[src/rtl/instr_mem_loader.sv]
// Instruction memory loader: 2-byte word count header, then LSB-first bytes packed into 32-bit writes.
// Latency: the write pulse follows the 4th byte of a word by one cycle; start_o rises the cycle after the last write.
// Backpressure: ready is a pure state decode, low during the write cycle and in the terminal DONE/ERROR states.
module instr_mem_loader #(
  parameter int DEPTH_LOG2 = 8,
  parameter int ADDR_W     = 32
) (
  input  logic                  clk_i,
  input  logic                  rst_i,
  input  logic                  byte_valid_i,
  input  logic [7:0]            byte_data_i,
  output logic                  byte_ready_o,
  output logic                  mem_we_o,
  output logic [ADDR_W-1:0]     mem_addr_o,
  output logic [31:0]           mem_data_o,
  output logic [DEPTH_LOG2:0]   words_loaded_o,
  output logic                  start_o,
  output logic                  err_o
);

  localparam int          CNT_W    = DEPTH_LOG2 + 1;
  localparam logic [16:0] CAPACITY = 17'(1) << DEPTH_LOG2;

  typedef enum logic [2:0] {
    CNT_LO,
    CNT_HI,
    DATA,
    WRITE,
    DONE,
    ERROR
  } state_t;

  state_t              state_q;
  state_t              state_d;
  logic [15:0]         n_q;
  logic [1:0]          byte_idx_q;
  logic [23:0]         asm_q;
  logic [31:0]         mem_data_q;
  logic [ADDR_W-1:0]   mem_addr_q;
  logic [CNT_W-1:0]    words_q;
  logic [CNT_W-1:0]    words_inc;
  logic [15:0]         n_full;
  logic                accept;

  assign words_inc = words_q + CNT_W'(1);
  assign n_full    = {byte_data_i, n_q[7:0]};
  assign accept    = byte_valid_i & byte_ready_o;

  always_comb begin
    state_d      = state_q;
    byte_ready_o = 1'b0;
    mem_we_o     = 1'b0;
    start_o      = 1'b0;
    err_o        = 1'b0;
    case (state_q)
      CNT_LO: begin
        byte_ready_o = 1'b1;
        if (byte_valid_i) state_d = CNT_HI;
      end
      CNT_HI: begin
        byte_ready_o = 1'b1;
        if (byte_valid_i) begin
          if (n_full == 16'd0)                 state_d = DONE;
          else if ({1'b0, n_full} > CAPACITY)  state_d = ERROR;
          else                                 state_d = DATA;
        end
      end
      DATA: begin
        byte_ready_o = 1'b1;
        if (byte_valid_i && byte_idx_q == 2'd3) state_d = WRITE;
      end
      WRITE: begin
        mem_we_o = 1'b1;
        // Compare at 17 bits so a full-capacity count cannot alias to zero.
        if (17'(words_inc) == 17'(n_q)) state_d = DONE;
        else                            state_d = DATA;
      end
      DONE:    start_o = 1'b1;
      ERROR:   err_o   = 1'b1;
      default: state_d = CNT_LO;
    endcase
  end

  always_ff @(posedge clk_i) begin
    if (rst_i) begin
      state_q    <= CNT_LO;
      n_q        <= '0;
      byte_idx_q <= '0;
      asm_q      <= '0;
      mem_data_q <= '0;
      mem_addr_q <= '0;
      words_q    <= '0;
    end else begin
      state_q <= state_d;
      case (state_q)
        CNT_LO: if (accept) n_q[7:0] <= byte_data_i;
        CNT_HI: begin
          if (accept) begin
            n_q[15:8]  <= byte_data_i;
            byte_idx_q <= 2'd0;
          end
        end
        DATA: begin
          if (accept) begin
            byte_idx_q <= byte_idx_q + 2'd1;
            case (byte_idx_q)
              2'd0: asm_q[7:0]   <= byte_data_i;
              2'd1: asm_q[15:8]  <= byte_data_i;
              2'd2: asm_q[23:16] <= byte_data_i;
              default: begin
                // Word and address are registered here so they hold steady through WRITE.
                mem_data_q <= {byte_data_i, asm_q};
                mem_addr_q <= ADDR_W'(words_q) << 2;
              end
            endcase
          end
        end
        WRITE:   words_q <= words_inc;
        default: ;
      endcase
    end
  end

  assign mem_data_o     = mem_data_q;
  assign mem_addr_o     = mem_addr_q;
  assign words_loaded_o = words_q;

endmodule

[config.mk]
export PLATFORM = sky130hd
export DESIGN_NAME = instr_mem_loader
export DESIGN_NICKNAME = d
export VERILOG_FILES = /design/src/rtl/instr_mem_loader.sv
export SDC_FILE = /design/constraint.sdc
export NUM_CORES = 1
export LEC_CHECK = 0
export ABC_AREA = 1
export ABC_CLOCK_PERIOD_IN_PS = 2000
export BUFFER_PORTS_ARGS = -buffer_cell sky130_fd_sc_hd__buf_2
export CAP_MARGIN = 40
export CELL_PAD_IN_SITES_DETAIL_PLACEMENT = 1
export CELL_PAD_IN_SITES_GLOBAL_PLACEMENT = 1
export CORE_ASPECT_RATIO = 1.2
export CORE_MARGIN = 2
export CORE_UTILIZATION = 25
export CTS_CLUSTER_SIZE = 24
export DETAILED_ROUTE_END_ITERATION = 10
export MAX_ROUTING_LAYER = met4
export PLACE_DENSITY_LB_ADDON = 0.1
export SLEW_MARGIN = 20
export SYNTH_ARGS = -nofsm -noshare
export SYNTH_HDL_FRONTEND = slang
export SYNTH_SLANG_ARGS = --single-unit
[constraint.sdc]
create_clock -name clk_i -period 2 [get_ports clk_i]
set_clock_uncertainty 0.2 [all_clocks]
set_input_delay 0 -clock clk_i [delete_from_list [all_inputs] [get_ports clk_i]]
set_output_delay 0 -clock clk_i [all_outputs]
set_load 0.005 [all_outputs]
# Word-level counts from Yosys, hierarchy flattened

Index checks and enable logic that the tools add are counted.

Flip-flop bits (word level): 95
Bits in latches: 0
RAM bits: 0
Memory bits (read-only): 0
Input port bits: 11
Output and inout bits: 77
Word-level logic and storage cells: 60
Memories kept: 0

Add/subtract/negate cells: 2
$mul: 0
Divide/modulo/power cells: 0
$lt $le $gt $ge: 1
Equal/unequal tests: 14
Shifts and indexed selects: 0
Muxes and demuxes: 14
Bitwise logic cells: 3
Reductions and logical operators: 16

Operators by type and width:

| cell                                                | count |
|---|---|
| 2-to-1 mux 3 bit                                    | 6 |
| equality test 9 x 16 -> 1 bit                       | 1 |
| > comparator 16 x 9 -> 1 bit, second input constant | 1 |
| logical NOT 16 bit                                  | 1 |
| one-hot mux 3 bit (5 select lines)                  | 1 |
| AND reduction 3 bit                                 | 5 |
| inequality test 2 bit, second input constant        | 5 |
| adder 9 x 1 -> 9 bit, second input constant         | 1 |
| equality test 3 x 2 -> 1 bit, second input constant | 2 |
| equality test 3 bit, second input constant          | 2 |
| OR reduction 3 bit                                  | 2 |
| equality test 2 bit, second input constant          | 2 |
| 2-to-1 mux 1 bit                                    | 4 |
| 2-to-1 mux 2 bit                                    | 2 |
| one-hot mux 2 bit (2 select lines)                  | 1 |
| AND reduction 2 bit                                 | 2 |
| AND reduction 4 bit                                 | 1 |
| equality test 3 x 1 -> 1 bit, second input constant | 1 |
| logical NOT 3 bit                                   | 1 |
| adder 2 x 1 -> 2 bit, second input constant         | 1 |
| equality test 2 x 1 -> 1 bit, second input constant | 1 |
| logical NOT 2 bit                                   | 1 |
| inverter 1 bit                                      | 2 |
| nonzero test 2 bit                                  | 1 |
| 3 further kinds                                     | 3 |

# Logic depth before layout (Yosys ltp)

Gate-level depths: netlist of run 1.

Word-level depth: 6
Mapped depth: 14
Depth with buffers taken out: 14

# Worst setup path before layout of run 1

No wires, ideal clock.

Path type: register to register
From: reg words_q[0], in the netlist words_loaded_o[0]
To: reg state_q[1]
Setup time: 128 ps
Arrival time: 1530 ps
Path slack: 142 ps
Cell stages (with the launch flop): 15
Path buffers: 0
Period minus slack after synthesis: 1858 ps
Cell sequence: dfxtp_1 ha_1 nand3_2 nor2_2 nand2_1 nand2_2 nand2_2 nand2_2 nand2_2 nor2_2 nand2_1 nand2_1 nand3_1 nand2_1 nor2_1

Longest elaborated chain between the ends: 4

RTL lines:

| element                            | line | RTL |
|---|---|---|
| start, declared                    | 40   | `logic [CNT_W-1:0] words_q;` |
| start signal, assigned             | 118  | `WRITE: words_q <= words_inc;` |
| adder 9 x 1 -> 9 bit               | 45   | `assign words_inc = words_q + CNT_W'(1);` |
| equality test 9 x 16 -> 1 bit      | 75   | `if (17'(words_inc) == 17'(n_q)) state_d = DONE;` |
| 2-to-1 mux 3 bit                   | 75   |  |
| one-hot mux 3 bit (5 select lines) | 55   | `case (state_q)` |
| end signal, assigned               | 94   | `state_q <= state_d;` |
| end, declared                      | 33   | `state_t state_q;` |

Every way passes these cells.
A chain may end at the register's enable or synchronous reset.

# Final worst setup path of run 1

Ends and elaborated chain as after synthesis.

==> parameters.txt, run 1 <==
Parameter                              Value

Synthesis
  Adder-Cell Fraction of Synth Area    1.54%
  Area fraction in compound gates after synthesis    17.2%
  Instance count of the mapped netlist    553
  Sequential share of the synthesized area    46.7%
  Multiplexer fraction of the synthesized cell area    0%
  Distinct cells, synth    24
  Parity-gate share of the synthesized area counting xor and xnor cells    0%
  Post-Synth Simple-Gate Area    23.2%
  Synthesized area per cell    7.37 um2
  Warning count from the yosys run    0
  Synthesized cell area    4070 um2
  Main combinational cell family by area after synthesis    simple AND/OR/NAND/NOR gates
  Register bit total from synthesis    95

Place
  Number of I/O port buffers    64
  Pre-CTS setup slack    33.5 ps
  Post-placement cell area    4600 um2
  Dpl hpwl    8720 um
  Routability-driven placement congestion ratio    0.737
  Count of placed standard cells including taps    816

Status
  Run status    finished clean

Setup path
  Cell-by-cell listing of the critical path    ha_4, nand3_2, nor2_4, nand3_1, nand3_1, nand2_2, nor2_2, nand2_1, nand2_1, nand3_1, nand2_1, nor2_1
  Data required, critical path    2030 ps
  Family with the most delay on the worst path    simple AND/OR/NAND/NOR gates
  Endpoint type of the worst setup path    flip-flop
  Critical path's slowest cell    dfxtp_2
  Total number of cells along the worst setup path    12
  Worst Reg-to-Reg Cells    12
  CP max FO    5
  Buffers plus inverters on the worst setup path    0
  Worst endpoint data arrival time    1880 ps
  Critical Setup Path Class    flip-flop to flip-flop
  Worst setup SP type    flip-flop
  Critical path's largest stage delay    350 ps

Final layout
  Syn-to-layout area delta    23.7%
  Cell area after layout    5040 um2
  Sequential cell area    1910 um2
  Number of fill cells in the layout    2030
  Post-route insts no fill    842
  Share of cells above drive strength 1    20.6%
  ANT cells    0
  Utilization after layout    31.3%
  Number of nets in the finished design    641
  Area of the multi-input gates    1840 um2

Global routing
  Initial antenna violation count    0
  Global route overflow    0
  Via count of the first global-routing pass    3831
  Pin count of the biggest net entering global routing    34
  Total routing usage reported by global routing    15.2%
  Wire length of the first global-routing pass    19700 um

Power
  Total power divided by cell area    786 nW/um2
  Part of the power in combinational logic    6.7%
  Sw Pwr    0.979 mW
  Total power draw    3.96 mW
  Sequential share of power    49.1%
  Internal Power    2.98 mW
  Switching power share of the total    24.7%
  Maximum vdd ir drop    389 uV
  Clk network pwr share    44.3%
  Leakage power of the design    2.29 nW

Floorplan
  # rows    51
  Floorplan die width    121 um
  Core region area    16100 um2
  Die ar.    17300 um2
  Initial standard-cell utilization of the core    25.3%
  Chip Height    144 um
  I/O pin count    88

Clock network
  Clk_lat worst skew    350 ps
  Total clock buffers created by CTS    9
  Clock input transition at the sequential cells of the worst setup and hold paths    70 ps
  Post-CTS setup-driven buffer insertion count    0
  Max clock buf depth    2
  Number of levels in the clock H-tree    3
  TritonCTS clock tree    done
  Clock tree root buffer cell    clkbuf_16
  TritonCTS sink count    95

Timing
  Minimum clock period    1850 ps
  Maximum operating frequency    542 MHz
  Setup WS post-layout    154 ps
  Final hold violation count    0
  Final worst-path cycle share    92.3%
  Max Transition Viols Final    0
  Total negative slack    0 ps
  Unrepaired setup endpoints after global routing    true
  Hold slack    263 ps
  Setup violations, final    0

Route
  Final ANT Viol Nets    0
  Detailed-router iteration count before antenna repair    4
  Via density per instance    4.42
  Per-cell routed wire length    14.5 um
  Routed via count    3720
  Final routed DRC violation total    0
  Final wirelength    12200 um
  Violation count after the first detailed-route iteration    79

Flow run
  Max-cap check violation count    0

Min path
  Worst hold path class    flip-flop to flip-flop
  Number of cells traversed by the worst hold path    2
==> placed cells by master, fill, tap and decap left out, drive strengths merged <==
cell,n
nor2,80
o21ai,69
buf,80
inv,47
dlygate4sd3,10
bufinv,1
dfxtp,95
nand3,46
a21oi,67
ha,5
nor3,5
nand4,5
o211ai,2
conb,23
or2,1
clkinv,4
clkbuf,9
nand2,81
==> worst paths after layout <==
path,start,endpoint,slack (ps)
worst max-delay path,words_loaded_o[0],state_q[1],150
worst min-delay path,asm_q[5],asm_q[5],260
worst max register to register,words_loaded_o[0],state_q[1],150
worst min register to register,asm_q[5],asm_q[5],260
==> per-layer routing <==
layer  wire length [um]  GRT usage (%)  vias to the layer above
li1                   -              -                     1902
met1               5700           18.3                     1756
met2               5990           25.2                       50
met3                379           3.53                       12
met4                174           4.77                        0
met5                  0              -                        -
==> cell type report <==
type,instances,share of cell area (%)
repair buffers,90,11.2
flip-flops and latches,95,37.9
inverters,45,3.35
well taps,212,5.26
clock buffers,9,4.47
clock inverters,7,1.41
multi-input cells,384,36.4
==> sequential cells by signal (all words and copies together), names as in the netlist <==
signal,count
asm_q,24
byte_idx_q,2
mem_addr_o,9
mem_data_o,32
n_q,16
state_q,3
words_loaded_o,9
==> power groups by stage <==
stage	logic, mW	clock network (mW)	registers (mW)
after floorplan	0.185	0	1.98
after global placement	0.252	0	1.99
after detailed placement	0.252	0	1.99
after CTS	0.268	1.83	1.94
after global routing	0.303	1.92	1.95
final	0.264	1.75	1.94
==> worst register-to-register path, cell delays in order, from the launching register on <==
cell and delay, ps:
dfxtp_2 350, ha_4 170, nand3_2 150, nor2_4 140
nand3_1 120, nand3_1 130, nand2_2 60, nor2_2 110
nand2_1 60, nand2_1 60, nand3_1 60, nand2_1 80
nor2_1 40
==> Yosys cell counts <==
| cell type | n | area (um2) |
|---|---|---|
| conb_1 | 1 | 3.75 |
| nor3_4 | 1 | 16.3 |
| nor2_1 | 75 | 282 |
| nand4_1 | 5 | 31.3 |
| o211ai_1 | 2 | 15.0 |
| nand3_2 | 1 | 10.0 |
| a21oi_2 | 1 | 8.76 |
| nand3_1 | 45 | 225 |
| clkbuf_1 | 17 | 63.8 |
| nor3_2 | 2 | 20.0 |
| buf_4 | 23 | 173 |
| nor3_1 | 2 | 10.0 |
| nand2_2 | 4 | 25.0 |
| or2_2 | 1 | 6.26 |
| inv_1 | 39 | 146 |
| o21ai_1 | 28 | 140 |
| inv_2 | 6 | 22.5 |
| ha_1 | 5 | 62.6 |
| nand2_1 | 77 | 289 |
| nor2_2 | 5 | 31.3 |
| dfxtp_1 | 95 | 1900 |
| buf_2 | 11 | 55.1 |
| o21ai_0 | 41 | 205 |
| a21oi_1 | 66 | 330 |
==> kinds of logic after synthesis <==
kind of cell,after synthesis
buffers and inverters,96
flip-flops,95
AND/OR/NAND/NOR,218
other,1
AO/OA/AOI/OAI,138
adder cells (fa/ha/maj),5
==> repair_timing <==
item / in CTS / in global routing
endpoints found under the setup margin: 0 / 25
hold endpoints to repair: 57 / 0
hold buffers: 10 / 0
gates resized for setup: 0 / 16
(Power assumes the default switching activity.)
==> inputs of run 2 (changes only) <==
--- a/config.mk
+++ b/config.mk
@@ -9,15 +9,13 @@
 export ABC_CLOCK_PERIOD_IN_PS = 2000
 export BUFFER_PORTS_ARGS = -buffer_cell sky130_fd_sc_hd__buf_2
 export CAP_MARGIN = 40
-export CELL_PAD_IN_SITES_DETAIL_PLACEMENT = 1
-export CELL_PAD_IN_SITES_GLOBAL_PLACEMENT = 1
 export CORE_ASPECT_RATIO = 1.2
 export CORE_MARGIN = 2
 export CORE_UTILIZATION = 25
 export CTS_CLUSTER_SIZE = 24
 export DETAILED_ROUTE_END_ITERATION = 10
 export MAX_ROUTING_LAYER = met4
-export PLACE_DENSITY_LB_ADDON = 0.1
+export PLACE_DENSITY = 0.51
 export SLEW_MARGIN = 20
 export SYNTH_ARGS = -nofsm -noshare
 export SYNTH_HDL_FRONTEND = slang
==> parameters.txt, run 2 (synthesis results as in run 1) <==
Parameter                              Value

Setup path
  Family with the most delay on the worst path    simple AND/OR/NAND/NOR gates
  Data required, critical path    2090 ps (+60 ps)
  Cell-by-cell listing of the critical path    buf_4, inv_2, nor2_1, nand3_1, nand3_1, nand2_1, nor2_2, nand3_1, nand2_1, nand2_1, a21oi_2
  Critical Setup Path Class    flip-flop to flip-flop
  Critical path's slowest cell    dfxtp_2
  Endpoint type of the worst setup path    flip-flop
  Worst endpoint data arrival time    1920 ps (+40 ps)
  CP max FO    6 (+1)
  Critical path's largest stage delay    360 ps (about the same)
  Buffers plus inverters on the worst setup path    2 (+2)
  Worst setup SP type    flip-flop

Route
  Final ANT Viol Nets    0 (unchanged)
  Via density per instance    4.33 (-2.0%)
  Sum of routed wire segments on met1    4980 um (-13%)
  Detailed-router iteration count before antenna repair    4 (unchanged)
  Violation count after the first detailed-route iteration    180 (+130%)
  Routed via count    3625 (-2.6%)
  Met2 Routed Length    5080 um (-15%)
  Final wirelength    10700 um (-13%)
  Amount of wire on met3 after detailed routing    503 um (+33%)
  Final routed DRC violation total    0 (unchanged)
  Per-cell routed wire length    12.8 um (-12%)
  Highest signal layer in the routed design    met4

Global routing
  Initial antenna violation count    0 (unchanged)
  Pin count of the biggest net entering global routing    57 (+68%)
  Total routing usage reported by global routing    13.0% (-2.2 points)
  Global route overflow    0 (unchanged)
  Via count of the first global-routing pass    3353 (-12%)
  Wire length of the first global-routing pass    17200 um (-12%)

Final layout
  Syn-to-layout area delta    24.0%
  Commonest non-fill, non-tap cell in the layout    dfxtp_1
  Share of cells above drive strength 1    19.2% (-1.4 points)
  Area of the multi-input gates    1830 um2 (-0.41%)
  Max reg flops    32 (unchanged)
  Cell area after layout    5050 um2 (+0.22%)
  Utilization after layout    31.4% (+0.070 points)
  Number of nets in the finished design    636 (-0.78%)
  Most used cells in the layout excluding fill and tap cells    dfxtp_1 (90), nand2_1 (75), nor2_1 (75)
  ANT cells    0 (unchanged)
  Sequential cell area    1910 um2 (unchanged)
  Number of fill cells in the layout    1789 (-12%)

Timing
  Maximum operating frequency    547 MHz (+0.95%)
  Final worst-path cycle share    91.5% (-0.87 points)
  Setup violations, final    0 (unchanged)
  Unrepaired setup endpoints after global routing    true
  Minimum clock period    1830 ps (-17.3 ps)
  Hold slack    261 ps (-1.53 ps)
  Final hold violation count    0 (unchanged)
  Max Transition Viols Final    0 (unchanged)

Clock network
  Post-CTS setup-driven buffer insertion count    0 (unchanged)
  TritonCTS sink count    95 (unchanged)
  Total clock buffers created by CTS    9 (unchanged)
  Clock tree root buffer cell    clkbuf_16
  Clock input transition at the sequential cells of the worst setup and hold paths    70 ps (about the same)
  TritonCTS clock tree    done
  Clk_lat worst skew    350 ps (about the same)
  Max clock buf depth    2 (unchanged)
  Number of levels in the clock H-tree    3 (unchanged)

Floorplan
  # rows    51 (unchanged)
  Initial standard-cell utilization of the core    25.3% (unchanged)
  Chip Height    144 um (unchanged)
  Die ar.    17300 um2 (unchanged)
  Core region area    16100 um2 (unchanged)
  Floorplan die width    121 um (unchanged)
  I/O pin count    88 (unchanged)

Place
  Routability-driven placement congestion ratio    0.837 (+14%)
  Dpl hpwl    7490 um (-14%)
  Number of I/O port buffers    64 (unchanged)
  Post-placement cell area    4580 um2 (-0.54%)

Power
  Total power draw    4.15 mW (+4.6%)
  Part of the power in combinational logic    6.1% (-0.6 points)
  Switching power share of the total    23.2% (-1.6 points)
  Internal Power    3.19 mW (+6.8%)
  Sw Pwr    0.960 mW (-1.9%)
  Sequential share of power    46.9% (-2.2 points)
  Clk network pwr share    47.0% (+2.7 points)
  Total power divided by cell area    821 nW/um2 (+4.4%)
  Maximum vdd ir drop    401 uV (+3.0%)
  Leakage power of the design    2.28 nW (-0.35%)

Status
  Run status    finished clean

Min path
  Worst hold path class    flip-flop to flip-flop

Flow run
  Max-cap check violation count    0 (unchanged)
-- run 2: metal layers --
layer  vias up  global-route usage, %
li1       1899                      -
met1      1628                   15.8
met2        88                   21.3
met3        10                   3.37
met4         0                   3.86
met5         -                      -
-- run 2: worst min-delay path, cell delays in order (launching register included) --
cell     delay (ps)
dfxtp_1         310
nand2_1          60
a21oi_1          50
-- run 2: per-stage QoR --
step	cells	worst slack (ps)	TNS, ps
floorplan	575	142	0
global placement	811	133	0
detailed placement	811	90.6	0
CTS	837	52.1	0
global route	837	-5.44	-5.44
finish	837	171	0
-- run 2: layout make-up --
type                       instances  area share, %
timing repair buffer              85           10.7
clock buffer                      11           5.00
tap                              212           5.25
sequential                        95           37.8
multi-input combinational        384           36.2
clock inverter                     5           1.73
inverter                          45           3.34
-- run 2: path summary, 6_finish.rpt --
| path | start | end | slack [ps] | cells past startpoint |
|---|---|---|---|---|
| setup / recovery | words_loaded_o[0] | state_q[2] | 170 | 11 |
| hold / removal | asm_q[3] | asm_q[3] | 260 | 2 |
| setup reg to reg | words_loaded_o[0] | state_q[2] | 170 | 11 |
| hold reg to reg | asm_q[3] | asm_q[3] | 260 | 2 |
-- run 2: power groups by stage --
stage | combinational (mW) | clock (mW) | sequential (mW)
after global routing | 0.289 | 2.07 | 1.95
after CTS | 0.255 | 2.02 | 1.94
after floorplan | 0.185 | 0 | 1.98
final | 0.252 | 1.95 | 1.94
after global placement | 0.240 | 0 | 1.99
after detailed placement | 0.240 | 0 | 1.99
-- run 2: repair_timing --
item,CTS,global route
hold buffers,10,0
resized for setup,0,11
setup endpoints to repair,0,6
endpoints found under the hold margin,64,0
==> inputs of run 3 (changes only) <==
--- a/config.mk
+++ b/config.mk
@@ -10,7 +10,7 @@
 export BUFFER_PORTS_ARGS = -buffer_cell sky130_fd_sc_hd__buf_2
 export CAP_MARGIN = 40
 export CORE_ASPECT_RATIO = 1.2
-export CORE_MARGIN = 2
+export CORE_MARGIN = 5
 export CORE_UTILIZATION = 25
 export CTS_CLUSTER_SIZE = 24
 export DETAILED_ROUTE_END_ITERATION = 10
==> parameters.txt, run 3 (synthesis results as in run 1) <==
Parameter                              Value

Final layout
  Number of fill cells in the layout    1782 (-0.39%)
  Post-route insts no fill    839 (+0.24%)
  Most used cells in the layout excluding fill and tap cells    dfxtp_1 (91), nand2_1 (77), nor2_1 (73)
  Utilization after layout    31.2% (-0.24 points)
  Commonest non-fill, non-tap cell in the layout    dfxtp_1
  Syn-to-layout area delta    23.6%
  Number of nets in the finished design    638 (+0.31%)
  Cell area after layout    5030 um2 (-0.37%)
  Max reg flops    32 (unchanged)
  ANT cells    0 (unchanged)
  Share of cells above drive strength 1    19.5% (+0.26 points)

Global routing
  Global route overflow    0 (unchanged)
  Pin count of the biggest net entering global routing    54 (-5.3%)
  Initial antenna violation count    0 (unchanged)
  Total routing usage reported by global routing    12.5% (-0.55 points)
  Wire length of the first global-routing pass    18400 um (+6.9%)
  Via count of the first global-routing pass    3591 (+7.1%)

Timing
  Final worst-path cycle share    92.7% (+1.3 points)
  Unrepaired setup endpoints after global routing    true
  Hold slack    260 ps (-1.52 ps)
  Setup violations, final    0 (unchanged)
  Total negative slack    0 ps (unchanged)
  Max Transition Viols Final    0 (unchanged)
  Maximum operating frequency    539 MHz (-1.4%)
  Final hold violation count    0 (unchanged)
  Setup WS post-layout    146 ps (-25.4 ps)
  Minimum clock period    1850 ps (+25.4 ps)

Route
  Detailed-router iteration count before antenna repair    4 (unchanged)
  Final ANT Viol Nets    0 (unchanged)
  Via density per instance    4.31 (-0.46%)
  Per-cell routed wire length    13.3 um (+4.3%)
  Final wirelength    11200 um (+4.6%)
  Final routed DRC violation total    0 (unchanged)
  Violation count after the first detailed-route iteration    181 (+0.56%)
  Routed via count    3617 (-0.22%)

Clock network
  Max clock buf depth    2 (unchanged)
  Clock tree root buffer cell    clkbuf_16
  TritonCTS sink count    95 (unchanged)
  Clk_lat worst skew    350 ps (about the same)
  Total clock buffers created by CTS    9 (unchanged)
  TritonCTS clock tree    done
  Clock input transition at the sequential cells of the worst setup and hold paths    70 ps (about the same)
  Number of levels in the clock H-tree    3 (unchanged)

Place
  Count of placed standard cells including taps    813 (+0.25%)
  Post-placement cell area    4580 um2 (about the same)
  Dpl hpwl    8000 um (+6.8%)
  Routability-driven placement congestion ratio    0.828 (-1.1%)
  Pre-CTS setup slack    68.4 ps (-22.3 ps)
  Number of I/O port buffers    64 (unchanged)

Setup path
  Worst setup SP type    flip-flop
  CP max FO    30 (+24)
  Cell-by-cell listing of the critical path    inv_2, nor3_2, inv_2, nor2_1, buf_12, nand2_1, nand2_1, a21oi_1
  Critical path's largest stage delay    400 ps (+40 ps)
  Critical Setup Path Class    flip-flop to flip-flop
  Buffers plus inverters on the worst setup path    3 (+1)
  Endpoint type of the worst setup path    flip-flop
  Family with the most delay on the worst path    simple AND/OR/NAND/NOR gates
  Critical path's slowest cell    dfxtp_1
  Data required, critical path    2020 ps (-70 ps)
  Worst endpoint data arrival time    1870 ps (-50 ps)

Power
  Leakage power of the design    2.28 nW (about the same)
  Total power draw    4.09 mW (-1.3%)
  Maximum vdd ir drop    422 uV (+5.3%)
  Total power divided by cell area    813 nW/um2 (-0.96%)

Floorplan
  Initial standard-cell utilization of the core    25.2% (-0.10 points)
  Core region area    16100 um2 (+0.40%)
  # rows    51 (unchanged)
  Floorplan die width    127 um (+5.0%)
  Chip Height    150 um (+4.2%)
  Die ar.    19000 um2 (+9.4%)
  I/O pin count    88 (unchanged)

Flow run
  Max-cap check violation count    0 (unchanged)

Status
  Run status    finished clean

Min path
  Worst hold path class    flip-flop to flip-flop
## run 3: path summary, 6_finish.rpt
path / start / to / slack, ps / cells past startpoint
worst min register to register: words_loaded_o[0] / words_loaded_o[0] / 260 / 1
worst max register to register: state_q[1] / asm_q[2] / 150 / 8
worst max-delay path: state_q[1] / asm_q[2] / 150 / 8
worst min-delay path: words_loaded_o[0] / words_loaded_o[0] / 260 / 1
## run 3: final cells by class
class	instances	area (um2)	area share, %
Inverter	45	169	3.36
Multi-Input combinational cell	384	1820	36.1
Tap cell	212	265	5.27
Clock buffer	9	225	4.47
Sequential cell	95	1910	37.9
Clock inverter	7	105	2.09
Timing Repair Buffer	87	543	10.8
## run 3: per-layer routing
layer / up-vias / track usage, % / part of all wire, %
met1: 1617 / 15.5 / 46
met5: - / - / 0
met4: 0 / 4.51 / 1.6
li1: 1907 / - / -
met2: 81 / 20.7 / 48
met3: 12 / 1.86 / 4.0
## run 3: where the power goes
group	internal [mW]	leakage (nW)	switching [mW]	total [mW]
Combinational	0.0864	1.35	0.170	0.257
Clock	1.11	0.158	0.779	1.89
Sequential	1.92	0.770	0.0204	1.94
Total	3.12	2.28	0.969	4.09
## run 3: repair_timing
item,4_1_cts,5_1_grt
hold buffers,10,0
buffers inserted,0,0
setup endpoints to repair,0,2
hold endpoints to repair,62,0
resized for setup,0,10
